File: src/rtl/seq_reader_11b.sv
// Read-back engine for the 11-bit string buffer: one RD/CAP/OUT trip per word.
// Define SEQ_READER_REVERSE_EN to emit words last-written first.
module seq_reader_11b #(
    parameter int DATA_W = 8,
    parameter int ADDR_W = 11
) (
    input  logic              clk,
    input  logic              reset,
    input  logic              start,
    input  logic [ADDR_W-1:0] len,
    output logic              mem_en,
    output logic [ADDR_W-1:0] mem_addr,
    input  logic [DATA_W-1:0] mem_rdata,
    output logic [DATA_W-1:0] out_data,
    output logic              out_valid,
    input  logic              out_ready,
    output logic              busy,
    output logic              done
);

    typedef enum logic [2:0] {
        S_IDLE,
        S_RD,
        S_CAP,
        S_OUT,
        S_FIN
    } state_t;

    state_t            state_q, state_d;
    logic [ADDR_W-1:0] len_q, len_d;
    logic [ADDR_W-1:0] idx_q, idx_d;
    logic [DATA_W-1:0] out_data_q, out_data_d;
    logic              last_word;

`ifdef SEQ_READER_REVERSE_EN
    assign last_word = (idx_q == '0);
`else
    assign last_word = (idx_q == len_q - ADDR_W'(1));
`endif

    always_ff @(posedge clk or posedge reset) begin
        if (reset) begin
            state_q    <= S_IDLE;
            len_q      <= '0;
            idx_q      <= '0;
            out_data_q <= '0;
        end else begin
            state_q    <= state_d;
            len_q      <= len_d;
            idx_q      <= idx_d;
            out_data_q <= out_data_d;
        end
    end

    always_comb begin
        state_d    = state_q;
        len_d      = len_q;
        idx_d      = idx_q;
        out_data_d = out_data_q;
        unique case (state_q)
            S_IDLE: begin
                if (start) begin
                    if (len == '0) begin
                        state_d = S_FIN;
                    end else begin
                        len_d   = len;
`ifdef SEQ_READER_REVERSE_EN
                        idx_d   = len - ADDR_W'(1);
`else
                        idx_d   = '0;
`endif
                        state_d = S_RD;
                    end
                end
            end
            S_RD: begin
                state_d = S_CAP;
            end
            S_CAP: begin
                // RAM data for the RD address is valid during this cycle
                out_data_d = mem_rdata;
                state_d    = S_OUT;
            end
            S_OUT: begin
                if (out_ready) begin
                    if (last_word) begin
                        state_d = S_FIN;
                    end else begin
`ifdef SEQ_READER_REVERSE_EN
                        idx_d   = idx_q - ADDR_W'(1);
`else
                        idx_d   = idx_q + ADDR_W'(1);
`endif
                        state_d = S_RD;
                    end
                end
            end
            S_FIN: begin
                state_d = S_IDLE;
            end
            default: begin
                state_d = S_IDLE;
            end
        endcase
    end

    assign mem_en    = (state_q == S_RD);
    assign mem_addr  = idx_q;
    assign out_data  = out_data_q;
    assign out_valid = (state_q == S_OUT);
    assign busy      = (state_q != S_IDLE);
    assign done      = (state_q == S_FIN);

endmodule

File: config.mk
export PLATFORM = sky130hd
export DESIGN_NAME = seq_reader_11b
export DESIGN_NICKNAME = d
export VERILOG_FILES = /design/src/rtl/seq_reader_11b.sv
export SDC_FILE = /design/constraint.sdc
export NUM_CORES = 1
export LEC_CHECK = 0
export CAP_MARGIN = 5
export CORE_MARGIN = 2
export CORE_UTILIZATION = 50
export DETAILED_ROUTE_END_ITERATION = 12
export GPL_ROUTABILITY_DRIVEN = 0
export PLACE_DENSITY = 0.8
export SETUP_SLACK_MARGIN = 0.5
export SLEW_MARGIN = 20
export SYNTH_ARGS = -nofsm -noshare
export SYNTH_HDL_FRONTEND = slang
export SYNTH_SLANG_ARGS = --single-unit
File: constraint.sdc
create_clock -name clk -period 4.9 [get_ports clk]
set_input_delay 0.735 -clock clk [delete_from_list [all_inputs] [get_ports clk]]
set_output_delay 0.735 -clock clk [all_outputs]
set_load 0.02 [all_outputs]
== Word level (Yosys, flattened, before mapping) ==
Index checks and enable logic that the tools add are counted.

* Flip-flop bits (word level): 33
* Output and inout port bits: 23
* Word-level logic and storage cells: 33

* $add $sub $neg: 2
* Eq/ne operators: 9
* Multiplexer cells: 10
* Bitwise gates (word level): 1
* Reduce and logical (&&, ||, !) cells: 7

{| class="wikitable"
|+ Operators with widths
! operator !! number
|-
| two-way mux 11 bit || 4
|-
| one-hot mux 11 bit (2 select lines) || 1
|-
| two-way mux 3 bit || 4
|-
| one-hot mux 3 bit (4 select lines) || 1
|-
| adder 11 x 1 -> 11 bit, second input constant || 1
|-
| == test 11 bit || 1
|-
| zero test 11 bit || 1
|-
| subtractor 11 x 1 -> 11 bit, second input constant || 1
|-
| == test 3 x 2 -> 1 bit, second input constant || 2
|-
| inequality test 2 bit, second input constant || 3
|-
| AND reduction 5 bit || 1
|-
| == test 3 x 1 -> 1 bit, second input constant || 1
|-
| == test 3 bit, second input constant || 1
|-
| zero test 3 bit || 1
|-
| AND reduction 3 bit || 1
|-
| nonzero test 3 bit || 1
|-
| inequality test 2 x 1 -> 1 bit, second input constant || 1
|-
| AND reduction 2 bit || 1
|-
| nonzero test 2 bit || 1
|-
| inverter 1 bit || 1
|}

== Logic depth before layout (Yosys ltp) ==
* Depth after elaboration: 5
* Depth in mapped cells: 10
* Gate-level depth less buffers: 9

== Worst setup path after synthesis ==
Ideal clock, no wire load.

* Path type: register -> register
* From: register len_q[0]
* To: register idx_q[8] (netlist: mem_addr[8])
* Setup time: 120 ps
* Arrival: 2339 ps
* Required time: 4780 ps
* Path slack: 2441 ps
* Cell stages (with the launch flop): 11
* Path buffers: 1
* Period minus slack after synthesis: 2459 ps
* Cell sequence: dfrtp_1 -> inv_1 -> ha_1 -> nor3b_1 -> a21oi_1 -> a211oi_1 -> o31a_1 -> nor3_2 -> buf_4 -> or3_1 -> o211a_1

* Longest elaborated chain between the ends: 4

{| class="wikitable"
|+ Ends and longest elaborated chain
! element !! RTL line !! RTL
|-
| from (decl) || 30 || <nowiki>logic [ADDR_W-1:0] len_q, len_d;</nowiki>
|-
| from (signal assigned) || 49 || <nowiki>len_q <= len_d;</nowiki>
|-
| subtractor 11 x 1 -> 11 bit || 38 || <nowiki>assign last_word = (idx_q == len_q - ADDR_W'(1));</nowiki>
|-
| == test 11 bit || 38 ||
|-
| inequality test 2 bit (no line) || -- ||
|-
| AND reduction 5 bit (no line) || -- ||
|-
| to (signal assigned) || 50 || <nowiki>idx_q <= idx_d;</nowiki>
|-
| to (decl) || 31 || <nowiki>logic [ADDR_W-1:0] idx_q, idx_d;</nowiki>
|}

Every way passes these cells.
A chain may end at the register's enable or synchronous reset.

== Final worst setup path ==
* From: register len_q[0]
* To: register idx_q[9] (netlist: mem_addr[9])

Same word-level chain as after synthesis.

==> summary.txt <==
Clock tree
  • Root Driver: clkbuf_8
  • CTS tree: built
  • H-Tree Depth: 2
  • Hold Buf Count CTS: 0
  • Clk Latency, worst-skew pair: 280 ps
  • Reg clk slew, reported paths: 70 ps
  • CTS Buf Count: 5
  • CTS resizes: 0
  • Setup bufs post-CTS: 0
  • Clock Sinks: 33
  • Max Root-Sink Buffers: 2

STA
  • Max Slew Vio Count: 0
  • Total negative slack: 0 ps
  • RSZ-0062 raised after global routing: no
  • Setup Viol. Count Final: 0
  • Final Hold Viols: 0
  • Final worst path period share: 0.597
  • Final WS setup: 1970 ps
  • Post-layout min period: 2930 ps
  • Clk_skew: 8.38 ps
  • Max_slew headroom: 0.527
  • Max frequency: 0.342 GHz
  • Final hold slack: 506 ps
  • Worst-Margin Slew: 709 ps

Run status
  • Status: completed

Setup path
  • Critical Path RT: 5080 ps
  • CP endpoint kind: register
  • Worst path cell trace: inv_1 -> ha_1 -> nor3b_1 -> and3_1 -> a211oi_1 -> o31a_1 -> nor3_2 -> o21ai_0 -> mux2i_1
  • Crit path kind: register to register
  • Crit Path Max Fanout: 11
  • Worst EP arrival: 3110 ps
  • CP startpoint kind: register
  • Crit path largest cell delay: 520 ps
  • Setup slack, reg-to-reg: 1970 ps
  • CP max stage cell: nor3_2

Detailed routing
  • Post-route DRC: 0
  • Via density: 5.77
  • WL per Instance: 14.9 µm
  • DR iter-0 viols: 111
  • Vias: 1846
  • Detail Route Antenna Nets: 0
  • Total wire length: 4780 µm
  • Drt first pass iters: 4

Place
  • Post-Place Cells: 312
  • Setup slack at placement: 1760 ps
  • Placed Area: 2480 µm²
  • Buffers on Ports: 45
  • DP Wirelength: 3490 µm

Final layout
  • Most frequent cells in the layout: nand2_1, clkdlybuf4s50_1, dfrtp_1, nand3_1
  • Layout Cells excl Fill: 320
  • Synthesis-to-layout area growth: 30.2%
  • Reg area: 826 µm²
  • Antenna Cells: 0
  • Design Area, Final: 2610 µm²
  • Fillers: 340
  • Commonest non-fill, non-tap cell in the layout: nand2_1
  • Multi-input logic area: 1110 µm²
  • Final Util: 0.667
  • NumNets Final: 294
  • Layout cell share with drive strength beyond 1: 0.107

Yosys
  • Gate Count Post-Synth: 225
  • Post-synth ARST share: 1.00
  • Yosys reg bits: 33
  • Syn_area_per_cell: 8.90 µm²
  • Syn_nets: 250
  • Seq/Total Area, Yosys: 0.412
  • Ys flop type: dfrtp_1
  • EDFF count, synth: 0
  • Synth warn: 0
  • Netlist cell types: 47
  • Cell Area, Synth: 2000 µm²

GRT
  • First-pass GRT wire length: 8000 µm
  • Vias in the first global route: 1730
  • Total GRT Usage: 0.236
  • Largest net degree at the start of global routing: 34
  • Global route total overflow: 0
  • Antenna violations before repair: 0

Floorplanning
  • Rows: 23
  • Chip height: 67.3 µm
  • Die width: 67.3 µm
  • Top Ports: 46
  • Die area: 4530 µm²
  • Initial core utilization: 0.512
  • Total core area: 3910 µm²

Power and ir drop
  • PwrDens: 549 nW/µm²
  • Internal power: 0.859 mW
  • Net Switching: 0.574 mW
  • Net Sw Frac: 0.401
  • Clock power share: 0.183
  • VDD IR max: 0.000331 V
  • Leak: 1.11 nW
  • Part of the power in registers: 0.356
  • Total power draw: 1.43 mW
  • Logic pwr share: 0.461

Min path
  • HP Class: register to register

Flow run
  • Max cap viols: 0
==> cell usage after synthesis, drive strengths merged, types with 4 or more instances <==
master | n | area share
and3 | 4 | 0.012
inv | 9 | 0.017
o21ai | 8 | 0.020
nor3b | 4 | 0.015
clkbuf | 7 | 0.013
or2 | 6 | 0.019
xor2 | 4 | 0.017
nand3 | 11 | 0.027
a21oi | 4 | 0.010
nor3 | 11 | 0.030
dfrtp | 33 | 0.41
or4 | 4 | 0.015
xnor2 | 6 | 0.026
mux2i | 6 | 0.030
nor4 | 6 | 0.029
nand2 | 47 | 0.088
nor2 | 8 | 0.015
mux2 | 8 | 0.045
==> cell type report <==
class,instances,area share
timing repair buffer,46,0.176
multi-input combinational,174,0.426
clock buffer,7,0.0331
sequential,33,0.317
tap,50,0.0240
clock inverter,1,0.0115
inverter,9,0.0129
==> flip-flops by register name, indices dropped and copies added (netlist names) <==
name,count
state_q,3
mem_addr,11
len_q,11
out_data,8
==> power by group through the flow <==
| stage | Combinational [mW] | Clock, mW | Sequential (mW) |
|---|---|---|---|
| floorplan | 0.410 | 0 | 0.523 |
| global route | 0.729 | 0.281 | 0.530 |
| finish | 0.661 | 0.262 | 0.510 |
| CTS | 0.662 | 0.266 | 0.508 |
| global placement | 0.641 | 0 | 0.507 |
| detailed placement | 0.658 | 0 | 0.513 |
==> metal layers <==
| metal | up-vias | share of wire | GRT usage |
|---|---|---|---|
| li1 | 897 | - | - |
| met1 | 898 | 0.46 | 0.323 |
| met2 | 43 | 0.48 | 0.377 |
| met3 | 8 | 0.038 | 0.0417 |
| met4 | 0 | 0.015 | 0.0816 |
| met5 | - | 0 | 0 |
==> path summary, 6_finish.rpt <==
| kind | startpoint | to | depth (start not counted) |
|---|---|---|---|
| max in group asynchronous | reset | mem_addr[7] | 3 |
| worst min register to register | out_data[0] | out_data[0] | 1 |
| worst max-delay path | len_q[0] | mem_addr[9] | 9 |
| worst max register to register | len_q[0] | mem_addr[9] | 9 |
| min in group asynchronous | reset | len_q[7] | 3 |
| worst min-delay path | out_data[0] | out_data[0] | 1 |
==> cells by family after synthesis <==
| family | Yosys count | share of synthesized area |
|---|---|---|
| flip-flops | 33 | 0.412 |
| adder cells (fa/ha/maj) | 2 | 0.0125 |
| buffers and inverters | 18 | 0.0362 |
| multiplexers | 14 | 0.0750 |
| XOR/XNOR | 10 | 0.0437 |
| AND/OR/NAND/NOR | 114 | 0.295 |
| AO/OA/AOI/OAI | 34 | 0.126 |
==> critical path: cells and delay by family (launching register included) <==
family / cells / cell delay (ps)
fa+ha+maj: 1 / 270
buf+inv: 1 / 100
simple gates: 3 / 1100
flops: 1 / 430
mux: 1 / 240
compound gates: 3 / 680
Power figures use the tool's default switching activity.
